**src/rtl/serial_subtractor_pkg.sv**
```systemverilog
// Shared types and default sizing for the digit-serial subtractor.
package serial_sub_pkg;

  localparam int unsigned DefaultWidth = 32;
  localparam int unsigned DefaultDigit = 8;

  typedef enum logic [1:0] {
    StIdle,
    StBusy,
    StDone
  } state_e;

endpackage

```
**src/rtl/serial_subtractor_if.sv**
```systemverilog
// Operand/result handshake bundle for serial_subtractor.
// master: the producer/consumer side; slave: the subtractor itself.
interface serial_subtractor_if
  import serial_sub_pkg::*;
#(
  parameter int unsigned WIDTH = DefaultWidth
);

  logic [WIDTH-1:0] a;
  logic [WIDTH-1:0] b;
  logic             bin;
  logic             in_valid;
  logic             in_ready;
  logic [WIDTH-1:0] diff;
  logic             borrow;
  logic             of;
  logic             out_valid;
  logic             out_ready;

  modport master (
    output a, b, bin, in_valid, out_ready,
    input  in_ready, diff, borrow, of, out_valid
  );

  modport slave (
    input  a, b, bin, in_valid, out_ready,
    output in_ready, diff, borrow, of, out_valid
  );

endinterface

```
**src/rtl/serial_subtractor_digit_sub.sv**
```systemverilog
// One DIGIT-bit subtract slice: a_k + ~b_k + carry_in.
// carry here is the inverted borrow (1 = no borrow).
module digit_sub
  import serial_sub_pkg::*;
#(
  parameter int unsigned DIGIT = DefaultDigit
) (
  input  logic [DIGIT-1:0] a_k,
  input  logic [DIGIT-1:0] b_k,
  input  logic             carry_in,
  output logic [DIGIT-1:0] digit,
  output logic             carry_out
);

  // Ripple add of the inverted subtrahend digit.
  always_comb begin
    {carry_out, digit} = {1'b0, a_k} + {1'b0, ~b_k} + {{DIGIT{1'b0}}, carry_in};
  end

endmodule

```
**src/rtl/serial_subtractor.sv**
```systemverilog
// Digit-serial two's complement subtractor: diff = a - b - bin, DIGIT bits per cycle,
// result after WIDTH/DIGIT cycles. WIDTH must be a multiple of DIGIT.
// Optional macro SERIAL_SUB_SAT_EN: saturate diff on signed overflow.
module serial_subtractor
  import serial_sub_pkg::*;
#(
  parameter int unsigned WIDTH = DefaultWidth,
  parameter int unsigned DIGIT = DefaultDigit
) (
  input logic                clk,
  input logic                rst_n,
  serial_subtractor_if.slave bus
);

  localparam int unsigned NumDigits = WIDTH / DIGIT;
  localparam int unsigned CntW      = (NumDigits > 1) ? $clog2(NumDigits) : 1;
  localparam logic [CntW-1:0] LastDigit = CntW'(NumDigits - 1);

`ifdef SERIAL_SUB_SAT_EN
  localparam logic [WIDTH-1:0] SatMax = {1'b0, {(WIDTH-1){1'b1}}};
  localparam logic [WIDTH-1:0] SatMin = {1'b1, {(WIDTH-1){1'b0}}};
`endif

  state_e           state_q, state_d;
  logic [CntW-1:0]  cnt_q, cnt_d;
  logic [WIDTH-1:0] a_q, a_d;
  logic [WIDTH-1:0] b_q, b_d;
  logic [WIDTH-1:0] diff_q, diff_d;
  logic             carry_q, carry_d;
  logic             borrow_q, borrow_d;
  logic             of_q, of_d;

  logic [DIGIT-1:0] a_k;
  logic [DIGIT-1:0] b_k;
  logic [DIGIT-1:0] dig;
  logic             cout;
  logic             ovf;

  assign a_k = a_q[cnt_q*DIGIT +: DIGIT];
  assign b_k = b_q[cnt_q*DIGIT +: DIGIT];

  // The final digit carries the result MSB, so overflow is decided from it directly.
  assign ovf = (a_q[WIDTH-1] != b_q[WIDTH-1]) && (dig[DIGIT-1] != a_q[WIDTH-1]);

  digit_sub #(
    .DIGIT(DIGIT)
  ) u_digit_sub (
    .a_k      (a_k),
    .b_k      (b_k),
    .carry_in (carry_q),
    .digit    (dig),
    .carry_out(cout)
  );

  // Next-state, datapath update and handshake outputs.
  always_comb begin
    state_d    = state_q;
    cnt_d      = cnt_q;
    a_d        = a_q;
    b_d        = b_q;
    diff_d     = diff_q;
    carry_d    = carry_q;
    borrow_d   = borrow_q;
    of_d       = of_q;
    bus.in_ready  = (state_q == StIdle);
    bus.out_valid = (state_q == StDone);
    bus.diff      = diff_q;
    bus.borrow    = borrow_q;
    bus.of        = of_q;

    unique case (state_q)
      StIdle: begin
        if (bus.in_valid) begin
          a_d     = bus.a;
          b_d     = bus.b;
          carry_d = ~bus.bin;
          cnt_d   = '0;
          state_d = StBusy;
        end
      end
      StBusy: begin
        diff_d[cnt_q*DIGIT +: DIGIT] = dig;
        carry_d = cout;
        cnt_d   = cnt_q + 1'b1;
        if (cnt_q == LastDigit) begin
          state_d  = StDone;
          borrow_d = ~cout;
          of_d     = ovf;
`ifdef SERIAL_SUB_SAT_EN
          if (ovf) begin
            diff_d = a_q[WIDTH-1] ? SatMin : SatMax;
          end
`endif
        end
      end
      StDone: begin
        if (bus.out_ready) begin
          state_d = StIdle;
        end
      end
      default: begin
        state_d = StIdle;
      end
    endcase
  end

  // State and datapath registers with synchronous active-low reset.
  always_ff @(posedge clk) begin
    if (!rst_n) begin
      state_q  <= StIdle;
      cnt_q    <= '0;
      a_q      <= '0;
      b_q      <= '0;
      diff_q   <= '0;
      carry_q  <= 1'b0;
      borrow_q <= 1'b0;
      of_q     <= 1'b0;
    end else begin
      state_q  <= state_d;
      cnt_q    <= cnt_d;
      a_q      <= a_d;
      b_q      <= b_d;
      diff_q   <= diff_d;
      carry_q  <= carry_d;
      borrow_q <= borrow_d;
      of_q     <= of_d;
    end
  end

endmodule

```
**src/flat_wrapper.sv**
```systemverilog
// flat-port wrapper written by rule: the top's interface ports become plain ports
module serial_subtractor_flat import serial_sub_pkg::*;
#(
  parameter int unsigned WIDTH = DefaultWidth,
  parameter int unsigned DIGIT = DefaultDigit
)
  (clk, rst_n, bus_a, bus_b, bus_bin, bus_in_valid, bus_out_ready, bus_in_ready, bus_diff, bus_borrow, bus_of, bus_out_valid);
  serial_subtractor_if #(.WIDTH(WIDTH)) bus_i ();
  input logic clk;
  input logic rst_n;
  input wire logic [$bits(bus_i.a)-1:0] bus_a;
  input wire logic [$bits(bus_i.b)-1:0] bus_b;
  input wire logic [$bits(bus_i.bin)-1:0] bus_bin;
  input wire logic [$bits(bus_i.in_valid)-1:0] bus_in_valid;
  input wire logic [$bits(bus_i.out_ready)-1:0] bus_out_ready;
  output wire logic [$bits(bus_i.in_ready)-1:0] bus_in_ready;
  output wire logic [$bits(bus_i.diff)-1:0] bus_diff;
  output wire logic [$bits(bus_i.borrow)-1:0] bus_borrow;
  output wire logic [$bits(bus_i.of)-1:0] bus_of;
  output wire logic [$bits(bus_i.out_valid)-1:0] bus_out_valid;
  assign bus_i.a = bus_a;
  assign bus_i.b = bus_b;
  assign bus_i.bin = bus_bin;
  assign bus_i.in_valid = bus_in_valid;
  assign bus_i.out_ready = bus_out_ready;
  assign bus_in_ready = bus_i.in_ready;
  assign bus_diff = bus_i.diff;
  assign bus_borrow = bus_i.borrow;
  assign bus_of = bus_i.of;
  assign bus_out_valid = bus_i.out_valid;
  serial_subtractor #(.WIDTH(WIDTH), .DIGIT(DIGIT)) u_core (.clk(clk), .rst_n(rst_n), .bus(bus_i));
endmodule
```
**config.mk**
```make
export PLATFORM = sky130hd
export DESIGN_NAME = serial_subtractor_flat
export DESIGN_NICKNAME = d
export VERILOG_FILES = /design/src/rtl/serial_subtractor_pkg.sv /design/src/rtl/serial_subtractor_if.sv /design/src/rtl/serial_subtractor_digit_sub.sv /design/src/rtl/serial_subtractor.sv /design/src/flat_wrapper.sv
export SDC_FILE = /design/constraint.sdc
export NUM_CORES = 1
export LEC_CHECK = 0
export ABC_AREA = 1
export BUFFER_PORTS_ARGS = -buffer_cell sky130_fd_sc_hd__clkbuf_2
export CELL_PAD_IN_SITES_DETAIL_PLACEMENT = 1
export CELL_PAD_IN_SITES_GLOBAL_PLACEMENT = 1
export CORE_MARGIN = 1
export CORE_UTILIZATION = 41
export CTS_CLUSTER_DIAMETER = 120
export CTS_CLUSTER_SIZE = 40
export DETAILED_ROUTE_END_ITERATION = 12
export PLACE_DENSITY = 0.85
export SYNTH_ARGS = -nofsm -noshare
export SYNTH_HDL_FRONTEND = slang
export SYNTH_SLANG_ARGS = --single-unit
export TNS_END_PERCENT = 30
```
**constraint.sdc**
```tcl
create_clock -name clk -period 5.2 [get_ports clk]
set_clock_uncertainty 0.05 [all_clocks]
set_input_delay 0.52 -clock clk [delete_from_list [all_inputs] [get_ports clk]]
set_output_delay 0.52 -clock clk [all_outputs]
set_load 0.005 [all_outputs]
```
After elaboration in Yosys (flattened, before gate mapping)
Cells that the tools add are included.
Storage, ports and cells
  word-level logic and storage cells: 43
  input bits: 69
  flip-flop bits (word level): 103
Cells by class
  bitwise operators: 3
  muxes and demuxes: 9
  shifts and indexed selects: 4
  add/sub/neg operators: 4
  equality and inequality tests: 8
  reductions and logical operators: 7
Operators with widths (number)
  variable part select 32 x 6 -> 8 bit: 2
  negation 5 -> 34 bit: 1
  variable shift 8 x 34 -> 32 bit (first input constant): 1
  variable part select 8 x 34 -> 32 bit: 1
  bitwise mux 32 bit: 1
  adder 8 x 8 -> 9 bit: 1
  adder 9 x 1 -> 9 bit: 1
  2-to-1 mux 2 bit: 4
  inverter 8 bit: 1
  one-hot mux 2 bit (3 select lines): 1
  AND reduction 2 bit: 3
  equality test 2 bit (second input constant): 2
  != test 2 bit (second input constant): 2
  one-hot mux 2 bit (2 select lines): 1
  AND reduction 3 bit: 1
  adder 2 x 1 -> 2 bit (second input constant): 1
  equality test 2 x 1 -> 1 bit (second input constant): 1
  logical NOT 2 bit: 1
  != test 1 bit: 2
  != test 2 x 1 -> 1 bit (second input constant): 1
  inverter 1 bit: 2
  one-hot mux 1 bit (2 select lines): 1
  nonzero test 2 bit: 1
  logical AND 1 bit: 1
  2-to-1 mux 1 bit: 1

Logic depth before layout (Yosys ltp)
Gate-level depths: netlist (run 1).
  word-level depth: 6
  mapped depth: 18
  gate-level depth less buffers: 15

Modules after synthesis
Synthesis (run 1) repeated with hierarchy kept, for this count alone.
Second synthesis, totals
  cell total of the unflattened synthesis: 665
  area total of the unflattened synthesis: 4774.6 um^2
Modules (own cells, without submodules)
  serial_subtractor: times used 1, sequential area each 2062.0 um^2, cells an instance 589, area each 4357.9 um^2
  digit_sub: times used 1, sequential area each 0.0 um^2, cells an instance 76, area each 416.6 um^2

Worst setup path before layout (run 1)
OpenSTA, ideal clock, no wires.
  path kind: register -> register
  from: register u_core.cnt_q[0]
  to: register u_core.diff_q[12] (netlist: u_core.bus.diff[12])
  library setup time: 70 ps
  slack: 2426 ps
  cell stages (with the launch flop): 16
  data arrival time: 2654 ps
  cell sequence: dfxtp_1 buf_2 inv_1 buf_2 buf_2 o21ai_0 o22ai_1 fa_1 fa_1 inv_1 nand2_1 nand2_1 nand2_1 xnor2_1 nand4_1 a21oi_1
On the way
  longest elaborated chain between the ends: 6
  elaborated cells between the ends (all ways): 9
  classes of those cells: add/sub: 3; shift: 4; mux: 1; bitwise: 1
Ends and longest elaborated chain
  from (decl): RTL line serial_subtractor.sv:25  | logic [CntW-1:0] cnt_q, cnt_d;
  from (signal assigned): RTL line serial_subtractor.sv:120  | cnt_q <= cnt_d;
  variable part select 32 x 6 -> 8 bit: RTL line serial_subtractor.sv:40  | assign b_k = b_q[cnt_q*DIGIT +: DIGIT];
  inverter 8 bit: RTL line serial_subtractor_digit_sub.sv:17  | {carry_out, digit} = {1'b0, a_k} + {1'b0, ~b_k} + {{DIGIT{1'b0}}, carry_in};
  adder 8 x 8 -> 9 bit: RTL line serial_subtractor_digit_sub.sv:17
  adder 9 x 1 -> 9 bit: RTL line serial_subtractor_digit_sub.sv:17
  variable part select 8 x 34 -> 32 bit: RTL line serial_subtractor.sv:82  | diff_d[cnt_q*DIGIT +: DIGIT] = dig;
  bitwise mux 32 bit (*): RTL line serial_subtractor.sv:82
  to (signal assigned): RTL line serial_subtractor.sv:123  | diff_q <= diff_d;
  to (decl): RTL line serial_subtractor.sv:28  | logic [WIDTH-1:0] diff_q, diff_d;
Mark *: on every way between the ends. The rest lies on a longest branch, timed or not.
A chain may end at the register's enable or synchronous reset.

Worst setup path in the final report (run 1)
  from: register u_core.cnt_q[0]
  to: register u_core.diff_q[28] (netlist: u_core.bus.diff[28])
The elaborated chain is that of the path after synthesis.

==> results of run 1 <==
[kinds of logic (layout without fill, tap and decap cells)]
kind of cell	Yosys count	count (layout)	synth area share
compound gates	150	150	0.179
buf+inv	63	148	0.0563
simple gates	290	290	0.264
xor+xnor	3	3	0.00574
fa+ha+maj	15	15	0.0443
flops	103	103	0.451
[worst register-to-register path, delay by kind of cell, from the launching register on]
family	cells	cell delay (ps)
adder cells (fa/ha/maj)	2	830
AND/OR/NAND/NOR	5	500
AO/OA/AOI/OAI	2	440
buffers and inverters	2	900
XOR/XNOR	1	290
flip-flops	1	330
[layer usage]
| metal | global-route usage | vias up | routed length (um) |
|---|---|---|---|
| li1 | - | 2218 | - |
| met1 | 0.326 | 2124 | 6140 |
| met2 | 0.420 | 108 | 6540 |
| met3 | 0.0387 | 11 | 598 |
| met4 | 0.0675 | 0 | 161 |
| met5 | 0 | - | 0 |
[metrics by stage]
stage | power, W | instance area [um2] | util
after floorplan | 0.00119 | 4580 | -
after global placement | 0.00131 | 5130 | 0.473
after detailed placement | 0.00133 | 5130 | 0.473
after CTS | 0.00180 | 5310 | 0.490
after global routing | 0.00190 | 5310 | 0.490
final | 0.00179 | 5310 | 0.490
[cell usage after synthesis (all sizes together)]
library cell / count / share of area
o22ai: 8 / 0.011
nand3: 13 / 0.014
ha: 13 / 0.036
fa: 2 / 0.0087
xnor2: 3 / 0.0057
a22oi: 4 / 0.0066
o21ai: 82 / 0.090
or2: 2 / 0.0027
nand2: 97 / 0.082
clkbuf: 21 / 0.017
clkinv: 1 / 0.00082
nand3b: 3 / 0.0049
a32oi: 4 / 0.0077
nor2: 161 / 0.14
inv: 25 / 0.021
buf: 16 / 0.018
a32o: 6 / 0.013
nor4: 1 / 0.0046
a21oi: 44 / 0.048
dfxtp: 103 / 0.45
o21a: 2 / 0.0033
nor3: 3 / 0.0033
nand4: 10 / 0.014
[power by group]
| part | internal, W | switching (W) | total (W) |
|---|---|---|---|
| combinational | 0.000152 | 0.000290 | 0.000442 |
| clock | 0.000180 | 0.000298 | 0.000478 |
| sequential | 0.000841 | 0.0000331 | 0.000874 |
[flip-flops by register name, summed over array words and instances (netlist names)]
register and count:
u_core.bus.diff 32, u_core.state_q 2, u_core.cnt_q 2, u_core.carry_q 1, u_core.a_q 32, u_core.bus.borrow 1, u_core.b_q 32, u_core.bus.of 1
[worst min path at each step]
stage / cells past startpoint / slack [ps] / to / start
2_1_floorplan: 2 / 400 / u_core.a_q[18] / u_core.a_q[18]
3_3_place_gp: 2 / 400 / u_core.bus.diff[29] / u_core.bus.diff[29]
3_5_place_dp: 2 / 410 / u_core.bus.diff[5] / u_core.bus.diff[5]
4_1_cts: 3 / 340 / u_core.b_q[13] / bus_b[13]
5_1_grt: 3 / 350 / u_core.a_q[19] / bus_a[19]
6_report: 3 / 350 / u_core.b_q[13] / bus_b[13]
[layout make-up]
type | instances | area share
Multi-Input combinational cell | 458 | 0.425
Sequential cell | 103 | 0.388
Timing Repair Buffer | 106 | 0.101
Tap cell | 140 | 0.0330
Clock buffer | 9 | 0.0233
Inverter | 26 | 0.0184
Clock inverter | 7 | 0.0108
==> flow_summary.json, run 1 <==
{
  "syn_avg_cell_area_um2": 7.33,
  "layout_commonest_cell": "nor2_1",
  "synth_cell_type_count": 29,
  "maxSlewHeadroom": 0.233,
  "numCtsBuffers": 9,
  "coreArea_um2": 10800,
  "crit_path_frequent_cell": "nand2_1",
  "fmax_mhz": 293,
  "clk_path_buf_depth": 2,
  "regArea_um2": 2060,
  "dr.first_iter.drc_count": 200,
  "path_buf_inv": 2,
  "setup_violations": 0,
  "regToRegSetupSlack_ps": 1780,
  "avgRoutedWirePerCell_um": 15.8,
  "post-route-min-period_ps": 3420,
  "vias": 4461,
  "syn_inst": 624,
  "dp_cells": 833,
  "startpoint_type": "register",
  "critPathMaxFanout": 40,
  "ys_warn_count": 0,
  "cts_root_buffer": "clkbuf_8",
  "cts_sinks": 103,
  "cpLargestDelayFamily": "buffers and inverters",
  "setup_ws_ps": 1780,
  "grt_pass1_wl_um": 22300,
  "cp-endpoint": "u_core.bus.diff[28]",
  "fin_cells": 849,
  "post_cts_buffers": 0,
  "holdCritPathClass": "in -> reg",
  "slew_violations": 0,
  "grt_antenna_before_repair": 0,
  "rows": 38,
  "cp.arrival_ps": 3660,
  "drt_first_pass_iters": 4,
  "required_ps": 5440,
  "critical_path.startpoint": "u_core.cnt_q[0]",
  "reg2reg_to": "u_core.bus.diff[28]",
  "hold_viol": 0,
  "initial_core_util": 0.422,
  "die_w_um": 108,
  "gp_congestion": 0.825,
  "crit_path_end_kind": "register",
  "n_antenna_cell": 0,
  "via_per_inst": 5.25,
  "ctsHtreeMaxLevel": 3,
  "syn-cell-area_um2": 4580,
  "place.port_buffers": 104,
  "ctsResizeCount": 0,
  "path_depth": 12,
  "grt_pass1_vias": 4609,
  "multi_input_area_um2": 2260,
  "mostFrequentLayoutCells": "157 x nor2_1, 104 x clkbuf_2, 103 x dfxtp_1, 94 x nand2_1, 82 x o21ai_0",
  "grt_overflow": 0,
  "cp_cell_sequence": "inv_1 > nand2_1 > a32o_1 > fa_1 > fa_1 > inv_1 > nand2_1 > nand2_1 > nand2_1 > xnor2_1 > nand4_1 > a21oi_1",
  "tightest_slew_ps": 1150,
  "r2r-start": "u_core.cnt_q[0]",
  "leakagePower_nw": 2.30,
  "setup_tns_ps": 0,
  "rr_worst_depth": 12,
  "critical-path-slowest-cell": "inv_1",
  "rsz0062_at_grt": "false",
  "hold_ws_ps": 349,
  "post-place-ws_ps": 1810,
  "cts_tree": "yes",
  "critPathMaxStageDelay_ps": 830,
  "track_usage": 0.248,
  "cts.clk_slew.worst_paths_ps": 110,
  "drive_gt1_frac": 0.190,
  "wl_um": 13400,
  "grt_max_degree": 71,
  "syn2layout_area_growth_pct": 16.0,
  "synth_fp_nets": 708,
  "max_cap_violations": 0,
  "drcViolationCount": 0,
  "cts_hold_buf": 0,
  "irDropWorstVdd_uv": 144,
  "finalNetCount": 788,
  "status": "finished, final reports clean",
  "postRouteAntennaNets": 0,
  "die_h_um": 108,
  "p_per_area_nw_per_um2": 338,
  "synth_seq_cells": 103,
  "critical_path_class": "reg -> reg",
  "fill_cells": 1449,
  "pin_count": 105,
  "die_area_um2": 11600,
  "clock_latency_ps": 370,
  "synth_seq_area_share": 0.451,
  "dp_hpwl_um": 9770,
  "period_share": 0.657
}
(Power assumes the default switching activity.)
==> run 2, diff against run 1 <==
--- a/config.mk
+++ b/config.mk
@@ -10,11 +10,11 @@
 export CELL_PAD_IN_SITES_DETAIL_PLACEMENT = 1
 export CELL_PAD_IN_SITES_GLOBAL_PLACEMENT = 1
 export CORE_MARGIN = 1
-export CORE_UTILIZATION = 41
+export CORE_UTILIZATION = 35
 export CTS_CLUSTER_DIAMETER = 120
 export CTS_CLUSTER_SIZE = 40
 export DETAILED_ROUTE_END_ITERATION = 12
-export PLACE_DENSITY = 0.85
+export PLACE_DENSITY = 0.77
 export SYNTH_ARGS = -nofsm -noshare
 export SYNTH_HDL_FRONTEND = slang
 export SYNTH_SLANG_ARGS = --single-unit
==> constraint.sdc (replaced) <==
create_clock -name clk -period 2.75 [get_ports clk]
set_clock_uncertainty 0.05 [all_clocks]
set_input_delay 0.275 -clock clk [delete_from_list [all_inputs] [get_ports clk]]
set_output_delay 0.275 -clock clk [all_outputs]
set_load 0.005 [all_outputs]
==> run 2 against run 1 <==
Wire length increased by 3.8%. Via count increased by 0.61%. Worst hold slack got worse by 230 ps. Sequential power increased by 90%. Global-route usage decreased by 3.3 points. Final cell count increased by 5.9%. Flip-flop and latch count unchanged. Critical path type unchanged.
==> flow_summary.json, run 2 (same netlist as run 1, synthesis figures left out) <==
{
  "met1Wirelength_um": 6640,
  "grt_pass1_wl_um": 22300,
  "critPathMaxStageDelay_ps": 400,
  "drt_first_pass_iters": 4,
  "met3WireLength_um": 485,
  "p_per_area_nw_per_um2": 685,
  "critical_path_class": "reg -> reg",
  "setup_violations": 0,
  "cp.arrival_ps": 2810,
  "maxSlewHeadroom": 0.474,
  "track_usage": 0.215,
  "required_ps": 2970,
  "startpoint_type": "register",
  "avgRoutedWirePerCell_um": 15.5,
  "clock_latency_ps": 350,
  "fill_cells": 1641,
  "wl_um": 13900,
  "grt_overflow": 0,
  "met2_wirelength_um": 6500,
  "dp_hpwl_um": 10400,
  "fin_util": 0.447,
  "crit_path_end_kind": "register",
  "dr.max_layer_used": "met4",
  "mostFrequentLayoutCells": "157 x nor2_1, 104 x clkbuf_2, 102 x dfxtp_1, 92 x nand2_1, 81 x o21ai_0",
  "coreArea_um2": 12700,
  "irDropWorstVdd_uv": 275,
  "critPathMaxFanout": 7,
  "clk_path_buf_depth": 2,
  "postRouteAntennaNets": 0,
  "max_cap_violations": 0,
  "dr.first_iter.drc_count": 167,
  "slew_violations": 0,
  "drive_gt1_frac": 0.223,
  "rsz0062_at_grt": "true",
  "cp_cell_sequence": "buf_4 > a21oi_1 > a32o_1 > fa_2 > fa_2 > inv_1 > nand2_1 > nand2_1 > nand3b_1 > nand2_2 > nand2_1 > nand2_2 > nand4_1 > a21oi_2",
  "hold_viol": 0,
  "pin_count": 105,
  "holdCritPathClass": "in -> reg",
  "drcViolationCount": 0,
  "cts_tree": "yes",
  "status": "finished, final reports clean",
  "place.port_buffers": 104,
  "period_share": 0.942,
  "via_per_inst": 4.99,
  "tightest_slew_ps": 789,
  "fin_cells": 899,
  "grt_pass1_vias": 4503,
  "gp_congestion": 0.859,
  "cts_sinks": 103,
  "dp_cells": 880,
  "grt_antenna_before_repair": 0,
  "numCtsBuffers": 9,
  "die_area_um2": 13500,
  "n_antenna_cell": 0,
  "leakagePower_nw": 2.45,
  "die_h_um": 116,
  "critical-path-slowest-cell": "dfxtp_4",
  "grt_max_degree": 53,
  "ctsHtreeMaxLevel": 3,
  "cts.clk_slew.worst_paths_ps": 70,
  "cts_root_buffer": "clkbuf_16",
  "syn2layout_area_growth_pct": 23.8,
  "fmax_mhz": 386,
  "finalNetCount": 806,
  "crit_path_frequent_cell": "nand2_1",
  "vias": 4488,
  "initial_core_util": 0.361,
  "layout_commonest_cell": "nor2_1",
  "post-route-min-period_ps": 2590,
  "rows": 41,
  "die_w_um": 116
}
## run 2: cell types whose count changed in the layout (fill, tap and decap cells not counted), moves of 2 or more
| cell | previous run | this run |
|---|---|---|
| clkbuf_16 | 0 | 9 |
| fa_2 | 0 | 2 |
| fa_1 | 2 | 0 |
| clkbuf_8 | 9 | 0 |
| clkinvlp_4 | 2 | 4 |
| nand2_2 | 2 | 4 |
| nand2_1 | 94 | 92 |
| buf_4 | 2 | 18 |
## run 2: routing by layer
metal / track usage / vias up
li1: - / 2265
met2: 0.357 / 90
met5: 0 / -
met3: 0.0363 / 23
met1: 0.279 / 2110
met4: 0.0821 / 0
## run 2: final timing paths
| check | start | endpoint | cells past startpoint | slack [ps] |
|---|---|---|---|---|
| worst max register to register | u_core.cnt_q[0] | u_core.bus.diff[14] | 14 | 160 |
| worst min-delay path | bus_a[31] | u_core.a_q[31] | 3 | 120 |
| worst min register to register | u_core.bus.diff[13] | u_core.bus.diff[13] | 2 | 420 |
| worst max-delay path | u_core.cnt_q[0] | u_core.bus.diff[14] | 14 | 160 |
## run 2: final cells by class
class	count	area (um2)	area share
clock buffers	9	225	0.0398
clock inverters	7	81.3	0.0144
inverters	26	101	0.0179
multi-input cells	458	2280	0.403
flip-flops and latches	103	2070	0.365
well taps	172	215	0.0380
repair buffers	124	691	0.122
## run 2: what timing repair did
item / in CTS / in global routing
endpoints found under the hold margin: 0 / 0
hold buffers: 0 / 0
setup endpoints to repair: 12 / 18
gates cloned: 0 / 0
buffers inserted: 0 / 3
gates resized for setup: 4 / 8
pin swaps: 0 / 3
## run 2: critical path: cells and delay by family, from the launching register on
kind / cells / cell delay, ps
AOI/OAI and AO/OA: 3 / 530
buffers and inverters: 2 / 190
DFF: 1 / 400
adders and majority gates: 2 / 740
and+or+nand+nor: 7 / 580
## run 2: report_power, final
group	leakage, nW	switching, W	total (W)	internal (W)
clock network	0.140	0.000594	0.00131	0.000717
registers	0.847	0.0000645	0.00166	0.00159
logic	1.47	0.000562	0.000911	0.000349
total	2.45	0.00122	0.00388	0.00266
## run 2: through the flow
step / TNS (ps) / cell area, um2 / setup WS (ps) / hold WS [ps] / power [W]
floorplan: -11.1 / 4580 / -5.83 / 388 / 0.00226
global placement: 0 / 5300 / 204 / 404 / 0.00253
detailed placement: -111 / 5300 / -29.3 / 407 / 0.00257
CTS: 0 / 5620 / 6.13 / 124 / 0.00388
global route: -26.9 / 5660 / -26.9 / 134 / 0.00409
finish: 0 / 5660 / 159 / 122 / 0.00388
==> run 3, diff against run 2 <==
--- a/config.mk
+++ b/config.mk
@@ -10,11 +10,11 @@
 export CELL_PAD_IN_SITES_DETAIL_PLACEMENT = 1
 export CELL_PAD_IN_SITES_GLOBAL_PLACEMENT = 1
 export CORE_MARGIN = 1
-export CORE_UTILIZATION = 35
+export CORE_UTILIZATION = 41
 export CTS_CLUSTER_DIAMETER = 120
 export CTS_CLUSTER_SIZE = 40
 export DETAILED_ROUTE_END_ITERATION = 12
-export PLACE_DENSITY = 0.77
+export PLACE_DENSITY = 0.85
 export SYNTH_ARGS = -nofsm -noshare
 export SYNTH_HDL_FRONTEND = slang
 export SYNTH_SLANG_ARGS = --single-unit
==> constraint.sdc (replaced) <==
create_clock -name clk -period 3.2 [get_ports clk]
set_clock_uncertainty 0.05 [all_clocks]
set_input_delay 0.32 -clock clk [delete_from_list [all_inputs] [get_ports clk]]
set_output_delay 0.32 -clock clk [all_outputs]
set_load 0.005 [all_outputs]
==> run 3 against run 2 <==
Non-clock buffer count fell by 14. First-iteration DRC count increased by 19%. Worst setup slack better by 64 ps. Die area decreased by 14%. Sequential share of layout area grew 2.1 points. Wire length fell by 8.2%. Largest cell class unchanged.
==> flow_summary.json, run 3 (same netlist as run 1, synthesis figures left out) <==
{
  "status": "finished, final reports clean",
  "pin_count": 105,
  "cts.clk_slew.worst_paths_ps": 100,
  "setup_violations": 0,
  "dp_cells": 837,
  "startpoint_type": "register",
  "postRouteAntennaNets": 0,
  "r2r-start": "u_core.cnt_q[0]",
  "cts_root_buffer": "clkbuf_8",
  "grt_overflow": 0,
  "rr_worst_depth": 12,
  "cts_hold_buf": 0,
  "period_share": 0.930,
  "die_h_um": 108,
  "n_antenna_cell": 0,
  "avgRoutedWirePerCell_um": 15.0,
  "slew_violations": 0,
  "fmax_mhz": 336,
  "clock_latency_ps": 380,
  "syn2layout_area_growth_pct": 16.8,
  "drcViolationCount": 0,
  "dr.first_iter.drc_count": 199,
  "track_usage": 0.232,
  "rows": 38,
  "dp_hpwl_um": 9430,
  "regToRegSetupSlack_ps": 220,
  "die_w_um": 108,
  "numCtsBuffers": 9,
  "post_cts_buffers": 0,
  "critical_path_class": "reg -> reg",
  "whs_path_depth": 3,
  "worstHoldStart": "bus_a[6]",
  "drive_gt1_frac": 0.194,
  "reg2reg_to": "u_core.bus.diff[12]",
  "clk_path_buf_depth": 2,
  "required_ps": 3440,
  "clkPwrFrac": 0.269,
  "via_per_inst": 5.18,
  "cts_tree": "yes",
  "min_to": "u_core.a_q[6]",
  "fill_cells": 1416,
  "tightest_slew_ps": 1050,
  "swShare": 0.332,
  "fin_cells": 853,
  "hold_viol": 0,
  "ctsResizeCount": 0,
  "layout_commonest_cell": "nor2_1",
  "gp_congestion": 0.816,
  "post-route-min-period_ps": 2980,
  "holdCritPathClass": "in -> reg",
  "power_switching_w": 0.000967,
  "irDropWorstVdd_uv": 250,
  "setup_tns_ps": 0,
  "place.port_buffers": 104,
  "cp.arrival_ps": 3210,
  "finalNetCount": 792,
  "coreArea_um2": 10800,
  "die_area_um2": 11600,
  "rsz0062_at_grt": "false",
  "grt_pass1_vias": 4180,
  "grt_max_degree": 70,
  "grt_pass1_wl_um": 20800,
  "p_int_w": 0.00195,
  "initial_core_util": 0.422,
  "max_cap_violations": 0,
  "grt_antenna_before_repair": 0,
  "maxSlewHeadroom": 0.300,
  "comb_power_share": 0.243,
  "crit_path_end_kind": "register",
  "mostFrequentLayoutCells": "157 x nor2_1, 104 x clkbuf_2, 103 x dfxtp_1, 94 x nand2_1, 82 x o21ai_0",
  "vias": 4417,
  "leakagePower_nw": 2.32,
  "seq_power_share": 0.487,
  "wl_um": 12800,
  "critPathMaxFanout": 47,
  "ctsHtreeMaxLevel": 3,
  "drt_first_pass_iters": 4,
  "cts_sinks": 103,
  "p_per_area_nw_per_um2": 545
}
-- run 3: through the flow --
step           cell area [um2]  utilization  total power, W  hold slack (ps)  worst slack [ps]
6_report                  5340        0.493         0.00291              132               223
5_1_grt                   5340        0.493         0.00308              143              15.2
4_1_cts                   5340        0.493         0.00293              127               256
3_5_place_dp              5160        0.476         0.00216              415               277
3_3_place_gp              5160        0.476         0.00213              404               382
2_1_floorplan             4580            -         0.00193              399               426
-- run 3: layer usage --
metal	GRT usage	up-vias	share of wire
li1	-	2222	-
met1	0.316	2085	0.48
met2	0.378	98	0.47
met3	0.0285	12	0.040
met4	0.0822	0	0.014
met5	0	-	0
-- run 3: worst max-delay path: stages (launching register included) --
cell	delay, ps
dfxtp_1	340
buf_4	440
nand2_1	110
a32o_1	280
fa_1	400
fa_1	420
inv_1	70
nand2_1	50
nand2_1	70
nand2_1	60
xnor2_1	280
nand4_1	140
a21oi_1	140
-- run 3: layout make-up --
class                           instances  area, um2  area share
Clock inverter                          4       28.8     0.00539
Timing Repair Buffer                  110        566       0.106
Tap cell                              140        175      0.0328
Sequential cell                       103       2060       0.386
Inverter                               26       97.6      0.0183
Multi-Input combinational cell        458       2260       0.423
Clock buffer                           12        155      0.0290
-- run 3: how the worst max path moves through the flow --
stage | endpoint | slack (ps) | from | cells past startpoint
final | u_core.bus.diff[12] | 220 | u_core.cnt_q[0] | 12
after global routing | u_core.bus.diff[12] | 20 | u_core.cnt_q[0] | 12
after CTS | u_core.bus.diff[30] | 260 | u_core.cnt_q[0] | 14
after detailed placement | u_core.bus.diff[30] | 280 | u_core.cnt_q[0] | 14
after global placement | u_core.bus.diff[26] | 380 | u_core.cnt_q[0] | 10
after floorplan | u_core.bus.diff[12] | 430 | u_core.cnt_q[0] | 15
-- run 3: power groups by stage --
stage | registers, W | clock network (W) | logic [W]
detailed placement | 0.00145 | 0 | 0.000707
finish | 0.00142 | 0.000785 | 0.000708
global route | 0.00143 | 0.000849 | 0.000807
floorplan | 0.00143 | 0 | 0.000501
CTS | 0.00142 | 0.000795 | 0.000712
global placement | 0.00145 | 0 | 0.000682
